## src/rtl/sched_pkg.sv

```systemverilog
// rtl/sched_pkg.sv - state encoding and shared constants for source_tx_scheduler
package sched_pkg;

    typedef enum logic [1:0] {
        IDLE    = 2'd0,
        GRANT   = 2'd1,
        BUSY    = 2'd2,
        RECOVER = 2'd3
    } sched_state_t;

    localparam int CNT_W              = 16;
    localparam int DEF_TIMEOUT_CYCLES = 4096;

endpackage

```

## src/rtl/source_tx_scheduler_if.sv

```systemverilog
// rtl/source_tx_scheduler_if.sv - grant/acknowledge handshake between scheduler and Slave FIFO writer
interface source_tx_scheduler_if #(
    parameter int NUM_SOURCES = 4,
    parameter int SRC_W       = $clog2(NUM_SOURCES)
);
    logic                   GRANT_VALID;
    logic [SRC_W-1:0]       GRANT_SRC;
    logic [7:0]             GRANT_LEN;
    logic [NUM_SOURCES-1:0] GRANT_ONEHOT;
    logic                   GRANT_ACK;
    logic [NUM_SOURCES-1:0] MSG_SENT;

    modport master (
        output GRANT_VALID, GRANT_SRC, GRANT_LEN, GRANT_ONEHOT,
        input  GRANT_ACK, MSG_SENT
    );

    modport slave (
        input  GRANT_VALID, GRANT_SRC, GRANT_LEN, GRANT_ONEHOT,
        output GRANT_ACK, MSG_SENT
    );
endinterface

```

## src/rtl/source_tx_scheduler_rr_pick.sv

```systemverilog
// rtl/source_tx_scheduler_rr_pick.sv - rotating priority encoder: first request at or after ptr
module rr_pick #(
    parameter int N = 4,
    parameter int W = $clog2(N)
) (
    input  logic [N-1:0] req,
    input  logic [W-1:0] ptr,
    output logic         found,
    output logic [W-1:0] idx
);
    int         pos;
    logic [W-1:0] cand;

    // Scan from the far end backwards so the closest request to ptr is written last.
    always_comb begin
        found = 1'b0;
        idx   = '0;
        pos   = 0;
        cand  = '0;
        for (int k = N - 1; k >= 0; k--) begin
            pos = int'(ptr) + k;
            if (pos >= N) pos = pos - N;
            cand = pos[W-1:0];
            if (req[cand]) begin
                found = 1'b1;
                idx   = cand;
            end
        end
    end
endmodule

```

## src/rtl/source_tx_scheduler.sv

```systemverilog
// rtl/source_tx_scheduler.sv - weighted round-robin grant scheduler for the Slave FIFO write path
// Optional per-source grant counters: SOURCE_TX_SCHED_STATS_EN.
`ifndef NUM_SOURCES
`define NUM_SOURCES 4
`endif

module source_tx_scheduler
    import sched_pkg::*;
#(
    parameter int NUM_SOURCES    = `NUM_SOURCES,
    parameter int SRC_W          = $clog2(NUM_SOURCES),
    parameter int WEIGHT_W       = 4,
    parameter int TIMEOUT_CYCLES = DEF_TIMEOUT_CYCLES
) (
    input  logic                            CLK,
    input  logic                            RST,
    input  logic [NUM_SOURCES-1:0]          GOT_FULL_MSG,
    input  logic [NUM_SOURCES*8-1:0]        MSG_LEN_BUS,
    input  logic [NUM_SOURCES*WEIGHT_W-1:0] WEIGHT_BUS,
    input  logic [NUM_SOURCES-1:0]          SRC_ENABLE,
    source_tx_scheduler_if.master           gnt,
    output logic                            TIMEOUT_ERR,
    output logic [NUM_SOURCES*CNT_W-1:0]    GRANT_CNT_BUS,
    output logic [1:0]                      state_monitor
);
    localparam int TMO_W = $clog2(TIMEOUT_CYCLES + 1);

    sched_state_t           state;
    logic [SRC_W-1:0]       rr_ptr;
    logic [SRC_W-1:0]       grant_src;
    logic [WEIGHT_W-1:0]    quota_left;
    logic [TMO_W-1:0]       tmo_cnt;
    logic                   grant_valid;
    logic [7:0]             grant_len;
    logic [NUM_SOURCES-1:0] grant_onehot;

    logic [NUM_SOURCES-1:0] eligible;
    logic                   pick_found;
    logic [SRC_W-1:0]       pick_idx;
    logic [WEIGHT_W-1:0]    pick_weight;
    logic                   sent_granted;
    logic                   tmo_hit;
    logic [SRC_W-1:0]       next_ptr;

    assign eligible = GOT_FULL_MSG & SRC_ENABLE;

    rr_pick #(.N(NUM_SOURCES), .W(SRC_W)) u_pick (
        .req   (eligible),
        .ptr   (rr_ptr),
        .found (pick_found),
        .idx   (pick_idx)
    );

    assign pick_weight  = WEIGHT_BUS[pick_idx*WEIGHT_W +: WEIGHT_W];
    assign sent_granted = gnt.MSG_SENT[grant_src];
    assign tmo_hit      = (tmo_cnt == TMO_W'(TIMEOUT_CYCLES - 1));
    assign next_ptr     = (grant_src == SRC_W'(NUM_SOURCES - 1)) ? '0 : grant_src + 1'b1;

    always_ff @(posedge CLK or negedge RST) begin
        if (!RST) begin
            state        <= IDLE;
            rr_ptr       <= '0;
            quota_left   <= '0;
            tmo_cnt      <= '0;
            grant_valid  <= 1'b0;
            grant_src    <= '0;
            grant_len    <= '0;
            grant_onehot <= '0;
            TIMEOUT_ERR  <= 1'b0;
        end else begin
            TIMEOUT_ERR <= 1'b0;
            case (state)
                IDLE: begin
                    if (pick_found) begin
                        state        <= GRANT;
                        grant_valid  <= 1'b1;
                        grant_src    <= pick_idx;
                        grant_len    <= MSG_LEN_BUS[pick_idx*8 +: 8];
                        grant_onehot <= NUM_SOURCES'(1) << pick_idx;
                        tmo_cnt      <= '0;
                        // quota_left == 0 marks an exhausted quota, so a repeat winner reloads too
                        if (pick_idx != grant_src || quota_left == '0)
                            quota_left <= (pick_weight == '0) ? WEIGHT_W'(1) : pick_weight;
                    end
                end
                GRANT, BUSY: begin
                    if (sent_granted && (state == BUSY || gnt.GRANT_ACK)) begin
                        state        <= IDLE;
                        grant_valid  <= 1'b0;
                        grant_onehot <= '0;
                        if (quota_left > WEIGHT_W'(1)) begin
                            quota_left <= quota_left - 1'b1;
                        end else begin
                            quota_left <= '0;
                            rr_ptr     <= next_ptr;
                        end
                    end else if (tmo_hit) begin
                        state        <= RECOVER;
                        grant_valid  <= 1'b0;
                        grant_onehot <= '0;
                        TIMEOUT_ERR  <= 1'b1;
                        quota_left   <= '0;
                        rr_ptr       <= next_ptr;
                    end else begin
                        tmo_cnt <= tmo_cnt + 1'b1;
                        if (state == GRANT && gnt.GRANT_ACK) begin
                            state       <= BUSY;
                            grant_valid <= 1'b0;
                        end
                    end
                end
                default: state <= IDLE;
            endcase
        end
    end

    assign gnt.GRANT_VALID  = grant_valid;
    assign gnt.GRANT_SRC    = grant_src;
    assign gnt.GRANT_LEN    = grant_len;
    assign gnt.GRANT_ONEHOT = grant_onehot;
    assign state_monitor    = state;

`ifdef SOURCE_TX_SCHED_STATS_EN
    logic [CNT_W-1:0] grant_cnt [NUM_SOURCES];

    always_ff @(posedge CLK or negedge RST) begin
        if (!RST) begin
            for (int i = 0; i < NUM_SOURCES; i++) grant_cnt[i] <= '0;
        end else if (state == GRANT && gnt.GRANT_ACK && grant_cnt[grant_src] != '1) begin
            grant_cnt[grant_src] <= grant_cnt[grant_src] + 1'b1;
        end
    end

    for (genvar g = 0; g < NUM_SOURCES; g++) begin : g_cnt
        assign GRANT_CNT_BUS[g*CNT_W +: CNT_W] = grant_cnt[g];
    end
`else
    assign GRANT_CNT_BUS = '0;
`endif

endmodule
```

## src/flat_wrapper.sv

```systemverilog
// flat-port wrapper written by rule: the top's interface ports become plain ports
module source_tx_scheduler_flat import sched_pkg::*;
#(
    parameter int NUM_SOURCES    = `NUM_SOURCES,
    parameter int SRC_W          = $clog2(NUM_SOURCES),
    parameter int WEIGHT_W       = 4,
    parameter int TIMEOUT_CYCLES = DEF_TIMEOUT_CYCLES
)
  (CLK, RST, GOT_FULL_MSG, MSG_LEN_BUS, WEIGHT_BUS, SRC_ENABLE, TIMEOUT_ERR, GRANT_CNT_BUS, state_monitor, gnt_GRANT_VALID, gnt_GRANT_SRC, gnt_GRANT_LEN, gnt_GRANT_ONEHOT, gnt_GRANT_ACK, gnt_MSG_SENT);
  source_tx_scheduler_if #(.NUM_SOURCES(NUM_SOURCES), .SRC_W(SRC_W)) gnt_i ();
  input  logic CLK;
  input  logic RST;
  input  logic [NUM_SOURCES-1:0] GOT_FULL_MSG;
  input  logic [NUM_SOURCES*8-1:0] MSG_LEN_BUS;
  input  logic [NUM_SOURCES*WEIGHT_W-1:0] WEIGHT_BUS;
  input  logic [NUM_SOURCES-1:0] SRC_ENABLE;
  output logic TIMEOUT_ERR;
  output logic [NUM_SOURCES*CNT_W-1:0] GRANT_CNT_BUS;
  output logic [1:0] state_monitor;
  output wire logic [$bits(gnt_i.GRANT_VALID)-1:0] gnt_GRANT_VALID;
  output wire logic [$bits(gnt_i.GRANT_SRC)-1:0] gnt_GRANT_SRC;
  output wire logic [$bits(gnt_i.GRANT_LEN)-1:0] gnt_GRANT_LEN;
  output wire logic [$bits(gnt_i.GRANT_ONEHOT)-1:0] gnt_GRANT_ONEHOT;
  input wire logic [$bits(gnt_i.GRANT_ACK)-1:0] gnt_GRANT_ACK;
  input wire logic [$bits(gnt_i.MSG_SENT)-1:0] gnt_MSG_SENT;
  assign gnt_GRANT_VALID = gnt_i.GRANT_VALID;
  assign gnt_GRANT_SRC = gnt_i.GRANT_SRC;
  assign gnt_GRANT_LEN = gnt_i.GRANT_LEN;
  assign gnt_GRANT_ONEHOT = gnt_i.GRANT_ONEHOT;
  assign gnt_i.GRANT_ACK = gnt_GRANT_ACK;
  assign gnt_i.MSG_SENT = gnt_MSG_SENT;
  source_tx_scheduler #(.NUM_SOURCES(NUM_SOURCES), .SRC_W(SRC_W), .WEIGHT_W(WEIGHT_W), .TIMEOUT_CYCLES(TIMEOUT_CYCLES)) u_core (.CLK(CLK), .RST(RST), .GOT_FULL_MSG(GOT_FULL_MSG), .MSG_LEN_BUS(MSG_LEN_BUS), .WEIGHT_BUS(WEIGHT_BUS), .SRC_ENABLE(SRC_ENABLE), .gnt(gnt_i), .TIMEOUT_ERR(TIMEOUT_ERR), .GRANT_CNT_BUS(GRANT_CNT_BUS), .state_monitor(state_monitor));
endmodule
```

## config.mk

```make
export PLATFORM = sky130hd
export DESIGN_NAME = source_tx_scheduler_flat
export DESIGN_NICKNAME = d
export VERILOG_FILES = /design/src/rtl/sched_pkg.sv /design/src/rtl/source_tx_scheduler_if.sv /design/src/rtl/source_tx_scheduler_rr_pick.sv /design/src/rtl/source_tx_scheduler.sv /design/src/flat_wrapper.sv
export SDC_FILE = /design/constraint.sdc
export NUM_CORES = 1
export LEC_CHECK = 0
export ABC_AREA = 1
export BUFFER_PORTS_ARGS = -buffer_cell sky130_fd_sc_hd__buf_2
export CORE_ASPECT_RATIO = 1.75
export CORE_MARGIN = 8
export CORE_UTILIZATION = 52
export DETAILED_ROUTE_END_ITERATION = 16
export GPL_TIMING_DRIVEN = 0
export PLACE_DENSITY = 0.92
export SLEW_MARGIN = 5
export SYNTH_ARGS = -nofsm -noshare
export SYNTH_HDL_FRONTEND = slang
export SYNTH_HIERARCHICAL = 1
export SYNTH_SLANG_ARGS = --single-unit
```

## constraint.sdc

```tcl
create_clock -name CLK -period 4.4 [get_ports CLK]
set_input_delay 0.44 -clock CLK [delete_from_list [all_inputs] [get_ports CLK]]
set_output_delay 0.44 -clock CLK [all_outputs]
set_load 0.02 [all_outputs]
```

==> results of run 1 <==
-- per-stage QoR --
stage	util (%)	hold WS [ns]	area, sq um	total power [uW]	cells
floorplan	-	0.144	3470	1880	534
global placement	64.8	0.460	3970	2270	694
detailed placement	64.8	0.460	3970	2320	694
CTS	67.0	0.266	4110	2690	702
global route	67.0	0.296	4110	2950	702
finish	67.0	0.236	4110	2700	702
-- state kept, by name, indices dropped and copies added, names as in the netlist --
signal and cells:
u_core/TIMEOUT_ERR 1, u_core/gnt.GRANT_LEN 8, u_core/gnt.GRANT_ONEHOT 4, u_core/gnt.GRANT_SRC 2
u_core/gnt.GRANT_VALID 1, u_core/quota_left 4, u_core/rr_ptr 2, u_core/state_monitor 2
u_core/tmo_cnt 13
-- Yosys cell counts (all sizes together) --
cell type and number:
o21ai 23, dfrtp 37, a21oi 5, clkinv 2, ha 9, nor2 41
xor2 5, inv 39, a22oi 9, or2 4, o211ai 2, clkbuf 5
conb 1, a21boi 1, nand2 159, buf 69, and2 1, nand3b 3
a41oi 1, nand3 42, xnor2 2, a31oi 4, nor3 1, nand4 6
-- cells in the final DEF, fill, tap and decap left out, drive strengths merged, types with 3 or more instances in the layout --
master    n
ha        9
xor2      5
nand2   159
nand3    42
inv      40
a22oi     9
conb     64
nand3b    3
a31oi     4
or2       4
nand4     6
nor2     41
buf     149
dfrtp    37
o21ai    23
clkbuf   10
a21oi     5
-- cell type report --
type | instances | area (sq um) | share of cell area, %
Sequential cell | 37 | 926 | 22.5
Clock buffer | 5 | 68.8 | 1.67
Clock inverter | 3 | 68.8 | 1.67
Tap cell | 80 | 100 | 2.44
Buffer | 74 | 562 | 13.7
Multi-Input combinational cell | 382 | 1830 | 44.5
Inverter | 41 | 155 | 3.77
Timing Repair Buffer | 80 | 400 | 9.74
-- worst max-delay path by stage --
stage / from / end / slack, ns / cells past startpoint
finish: u_core/rr_ptr[0] / u_core/quota_left[0] / 1.94 / 15
global route: u_core/rr_ptr[0] / u_core/quota_left[0] / 1.71 / 15
CTS: u_core/rr_ptr[0] / u_core/quota_left[0] / 1.99 / 15
detailed placement: GOT_FULL_MSG[3] / u_core/quota_left[0] / 1.89 / 20
global placement: GOT_FULL_MSG[3] / u_core/quota_left[0] / 1.96 / 20
floorplan: GOT_FULL_MSG[3] / u_core/quota_left[0] / 2.30 / 20
-- power groups by stage --
| stage | combinational (uW) | sequential, uW | clock [uW] |
|---|---|---|---|
| 6_report | 1800 | 543 | 361 |
| 3_5_place_dp | 1770 | 549 | 0 |
| 2_1_floorplan | 1260 | 613 | 0 |
| 4_1_cts | 1780 | 542 | 370 |
| 3_3_place_gp | 1720 | 541 | 0 |
| 5_1_grt | 2010 | 558 | 388 |
-- metal layers --
metal  GRT usage (%)  part of all wire [%]
met3            4.64                    11
met2            37.0                    52
met5               0                     0
met1            19.3                    34
met4            10.8                   3.6
-- critical path, delay by kind of cell (launching register included) --
kind                   cells  cell delay, ns
DFF                        1            0.42
AOI/OAI and AO/OA          2            0.32
buffers and inverters      2            0.60
and+or+nand+nor           11            1.07
-- cell families (layout without fill, tap and decap cells) --
logic type,count (synthesis),count (layout)
AOI/OAI and AO/OA,45,45
DFF,37,37
and+or+nand+nor,257,257
buffers and inverters,115,203
adders and majority gates,9,9
other,1,64
xor gates and xnor gates,7,7
==> metrics.cfg, run 1 <==
[global_routing]
grt.overflow.total=0
grt_usage_pct=20.1
grt_pass1_wl_mm=14.4
antenna_found_initial=0
grt_max_degree=38
grt_pass1_vias=3300

[setup_path]
end_kind=flop
cpMostUsedCell=nand2_1
critPathArrivalTime_ns=2.69
required_ns=4.63
crit_path_start_kind=flop
cp_cell_sequence=buf_6, o21ai_2, nand2_1, nand3_1, nand2_1, nand2_1, nand2_1, nor2_1, clkbuf_1, nand2_1, nand3_1, nor2_1, nand2_1, nand2_1, o21ai_1
rr_startpoint=u_core/rr_ptr[0]
cp_slowest_cell=clkbuf_1
rrSetupSlack_ns=1.94
path_max_fanout=10
r2r-end=u_core/quota_left[0]
slowest_delay_ns=0.44
r2r_cells=15
criticalPathCategory=flop to flop

[route]
drtIter0Drc=236
post_drt_wl_per_cell_um=12.9
drt-vias-per-instance=4.79
first_pass_iters=4
drc_errors=0
wirelength_mm=9.07
vias=3361
ant_nets=0

[clock_tree]
cts_root_buf=clkbuf_8
cts_setup_buffers=0
worstSkewPairLatency_ns=0.30
tritoncts=built
cts_resized=0
cts.path.max_buffers=2
htree_levels=2
cts_hold_buf=0
clock-sinks=37
cts.clk_slew.worst_paths_ns=0.08
numCtsBuffers=5

[synthesis]
synth_top_family_by_area=simple AND/OR/NAND/NOR gates
synth-compound-area-share_pct=9.20
avgSynthCellArea_sq_um=6.87
yosysWarnings=6
synth.mux.area_fraction_pct=0
synthSimpleGateAreaFrac_pct=34.5
syn_area_sq_um=3240
postSynthCellCount=471
synth_top_cell_by_area=dfrtp_1
yosys-top-cells-area=dfrtp_1 (29%), nand2_1 (17%), buf_4 (15%)
synthAdderAreaFrac_pct=3.48
synthDistinctLibCells=37
synthXorXnorAreaFrac_pct=1.89
synth_top_area_share_pct=28.6
seq_area_frac_synth_pct=28.6
ys_ff_latch=37

[layout]
finalNetCount=693
syn_to_final_growth_pct=27.0
drive_gt1_share_pct=30.7
num_antenna_cells=0
num-fill-cells=508

[floorplanning]
row_count=38
coreArea_sq_um=6130
die_w_um=75.6
ios=145
die_area_sq_um=9100
start_util_pct=52.8
die_h_um=120

[min_path]
worst_hold_path_type=input pin to async pin

[placement]
placement.io_buffers=80
dp_slack_ns=1.89
place_hpwl_mm=7.43
globalplace.congestion=0.873

[sta]
timing.final.max_slew_violations=0
layout_setup_ws_ns=1.94
tightest_slew_ns=0.849
relSlewSlack_pct=43.4
fin_skew_ns=0.00443
setup_violations=0
hold_viol=0
fin_crit_sh_pct=55.8
max_freq_mhz=407
post-route-min-period_ns=2.46
final.setup.tns_ns=0
rsz0062_at_grt=false

[power_and_ir_drop]
p_leak_uw=0.00237
power_switching_uw=1410
p_int_uw=1290
power_density_nw_per_um2=657
clkPwrFrac_pct=13.4
power_frac_comb_pct=66.5
peakVddDrop_mv=0.286
pwr-share-seq_pct=20.1
sw_frac_of_total_pct=52.3

[outcome]
status=complete, no violations

[flow_run]
drv_cap=0

Note: power is estimated with default switching activity, not from simulation.
==> inputs of run 2 (changes only) <==
--- a/config.mk
+++ b/config.mk
@@ -9,10 +9,10 @@
 export BUFFER_PORTS_ARGS = -buffer_cell sky130_fd_sc_hd__buf_2
 export CORE_ASPECT_RATIO = 1.75
 export CORE_MARGIN = 8
-export CORE_UTILIZATION = 52
+export CORE_UTILIZATION = 44
 export DETAILED_ROUTE_END_ITERATION = 16
 export GPL_TIMING_DRIVEN = 0
-export PLACE_DENSITY = 0.92
+export PLACE_DENSITY = 0.83
 export SLEW_MARGIN = 5
 export SYNTH_ARGS = -nofsm -noshare
 export SYNTH_HDL_FRONTEND = slang
==> constraint.sdc (replaced) <==
create_clock -name CLK -period 2.1 [get_ports CLK]
set_input_delay 0.21 -clock CLK [delete_from_list [all_inputs] [get_ports CLK]]
set_output_delay 0.21 -clock CLK [all_outputs]
set_load 0.02 [all_outputs]
==> run 2 against run 1 <==
  * The flow now finishes with violations (negative setup slack)
  * Critical path depth is 1 higher
  * Maximum frequency up 6.7%
  * Count of clock-buffer cells in the layout unchanged
  * Critical endpoint unchanged
==> metrics.cfg, run 2 (same netlist as run 1, synthesis figures left out) <==
[layout]
finalNetCount=704  ; +1.6%
drive_gt1_share_pct=38.5  ; +7.8 points
num-fill-cells=615  ; +21%
layout_common_cells=nand2_1 (134), buf_2 (80), buf_4 (72)
final_common_cell=nand2_1
largest_reg_flops=13  ; unchanged
num_antenna_cells=0  ; unchanged
regMostFlops=u_core/tmo_cnt
layout.cells.non_filler=719  ; +2.4%
syn_to_final_growth_pct=37.6

[sta]
timing.final.max_slew_violations=0  ; unchanged
whs_ns=0.0226  ; -0.214 ns
relSlewSlack_pct=45.3  ; +1.9 points
tightest_slew_ns=0.820  ; -0.0284 ns
layout_setup_ws_ns=-0.202  ; -2.14 ns
rsz0062_at_grt=true
hold_viol=0  ; unchanged
fin_crit_sh_pct=110  ; +54 points
fin_skew_ns=0.00306  ; -0.00137 ns
setup_violations=13  ; +13
post-route-min-period_ns=2.30  ; -0.155 ns
max_freq_mhz=434  ; +6.7%

[clock_tree]
clock-sinks=37  ; unchanged
cts.path.max_buffers=2  ; unchanged
worstSkewPairLatency_ns=0.28  ; -0.02 ns
numCtsBuffers=5  ; unchanged
cts.clk_slew.worst_paths_ns=0.06  ; -0.02 ns
htree_levels=2  ; unchanged
tritoncts=built
cts_root_buf=clkbuf_16
cts_hold_buf=0  ; unchanged

[global_routing]
grt_usage_pct=17.9  ; -2.2 points
grt.overflow.total=0  ; unchanged
grt_max_degree=38  ; unchanged
grt_pass1_wl_mm=15.1  ; +4.5%
grt_pass1_vias=3541  ; +7.3%
antenna_found_initial=0  ; unchanged

[placement]
dp_cells=700  ; +0.86%
globalplace.congestion=0.853  ; -2.2%
placement.io_buffers=80  ; unchanged
place_hpwl_mm=7.60  ; +2.3%

[route]
drc_errors=0  ; unchanged
drtIter0Drc=187  ; -21%
post_drt_wl_per_cell_um=14.1  ; +9.2%
ant_nets=0  ; unchanged
vias=3513  ; +4.5%
first_pass_iters=6  ; +2
drt-vias-per-instance=4.89  ; +2.1%
wirelength_mm=10.1  ; +12%

[floorplanning]
row_count=41  ; +7.9%
die_area_sq_um=10500  ; +15%
coreArea_sq_um=7180  ; +17%
start_util_pct=45.1  ; -7.7 points
die_h_um=129  ; +7.6%
ios=145  ; unchanged
die_w_um=80.8  ; +6.9%

[min_path]
worst_hold_path_type=input pin to async pin

[setup_path]
end_kind=flop
crit_path_start_kind=flop
criticalPathCategory=flop to flop
critPathArrivalTime_ns=2.47  ; -0.22 ns
required_ns=2.26  ; -2.37 ns
path_max_fanout=6  ; -4

[flow_run]
drv_cap=0  ; unchanged

[outcome]
violations=negative setup slack
status=complete, but fails checks

[power_and_ir_drop]
p_leak_uw=0.00250  ; +5.6%
peakVddDrop_mv=0.629  ; +120%
power_density_nw_per_um2=1490  ; +130%

run 2: cell count changes in the layout (fill, tap and decap cells not counted), moves of 6 or more:
cell	change
buf_4	+6
nand2_1	-15
nand2_2	+11
nor2_1	-6
run 2: critical path, cell delays in order, from the launching register on:
cell	delay, ns
dfrtp_2	0.45
buf_6	0.16
nand2_1	0.09
nand2_1	0.11
nand2_2	0.12
nand3_2	0.11
nand3_1	0.10
nand2_2	0.08
buf_6	0.14
clkinvlp_4	0.13
nand2_2	0.07
o211ai_1	0.11
nor2_1	0.09
nor2_2	0.19
nand2_2	0.12
nand2_1	0.08
o21ai_1	0.06
run 2: layer usage:
layer  GRT usage (%)  vias up  part of all wire [%]
li1                -     1694                     -
met1            15.7     1590                    33
met2            34.6      190                    54
met3            4.30       39                   9.4
met4            10.6        0                   3.2
met5               0        -                     0
run 2: report_power, final:
part / internal (uW) / switching, uW / leakage [uW] / total, uW
combinational: 1740 / 2870 / 0.00194 / 4610
sequential: 950 / 204 / 0.000478 / 1150
clock: 562 / 294 / 0.0000842 / 856
run 2: metrics by stage:
stage	worst slack, ns	setup TNS, ns	util, %	instance area (sq um)	power (uW)
floorplan	0.0798	0	-	3470	3930
global placement	-0.211	-1.47	55.4	3980	4730
detailed placement	-0.305	-2.39	55.4	3980	4860
CTS	-0.104	-0.391	59.5	4280	6140
global route	-0.313	-2.60	62.0	4450	7120
finish	-0.202	-1.22	62.0	4450	6620
run 2: final cells by class:
| class | count | area [sq um] | area share [%] |
|---|---|---|---|
| Buffer | 74 | 576 | 12.9 |
| Clock inverter | 3 | 43.8 | 0.983 |
| Inverter | 41 | 166 | 3.74 |
| Sequential cell | 37 | 928 | 20.8 |
| Tap cell | 86 | 108 | 2.42 |
| Clock buffer | 5 | 125 | 2.81 |
| Multi-Input combinational cell | 382 | 2000 | 44.9 |
| Timing Repair Buffer | 91 | 507 | 11.4 |
run 2: timing repair:
| action | 4_1_cts | 5_1_grt |
|---|---|---|
| cloned | 1 | 0 |
| setup endpoints to repair | 15 | 29 |
| pin swaps | 3 | 25 |
| resized for setup | 19 | 47 |
| setup buffers | 6 | 4 |
run 2: final timing paths:
path	start	endpoint	slack [ns]	cells past startpoint
max in group asynchronous	RST	u_core/rr_ptr[1]	1.52	1
min in group CLK	MSG_LEN_BUS[8]	u_core/gnt.GRANT_LEN[0]	0.24	3
max	u_core/rr_ptr[0]	u_core/quota_left[0]	-0.20	16
max reg2reg	u_core/rr_ptr[0]	u_core/quota_left[0]	-0.20	16
min reg2reg	u_core/gnt.GRANT_LEN[7]	u_core/gnt.GRANT_LEN[7]	0.48	2
min	RST	u_core/state_monitor[0]	0.02	1
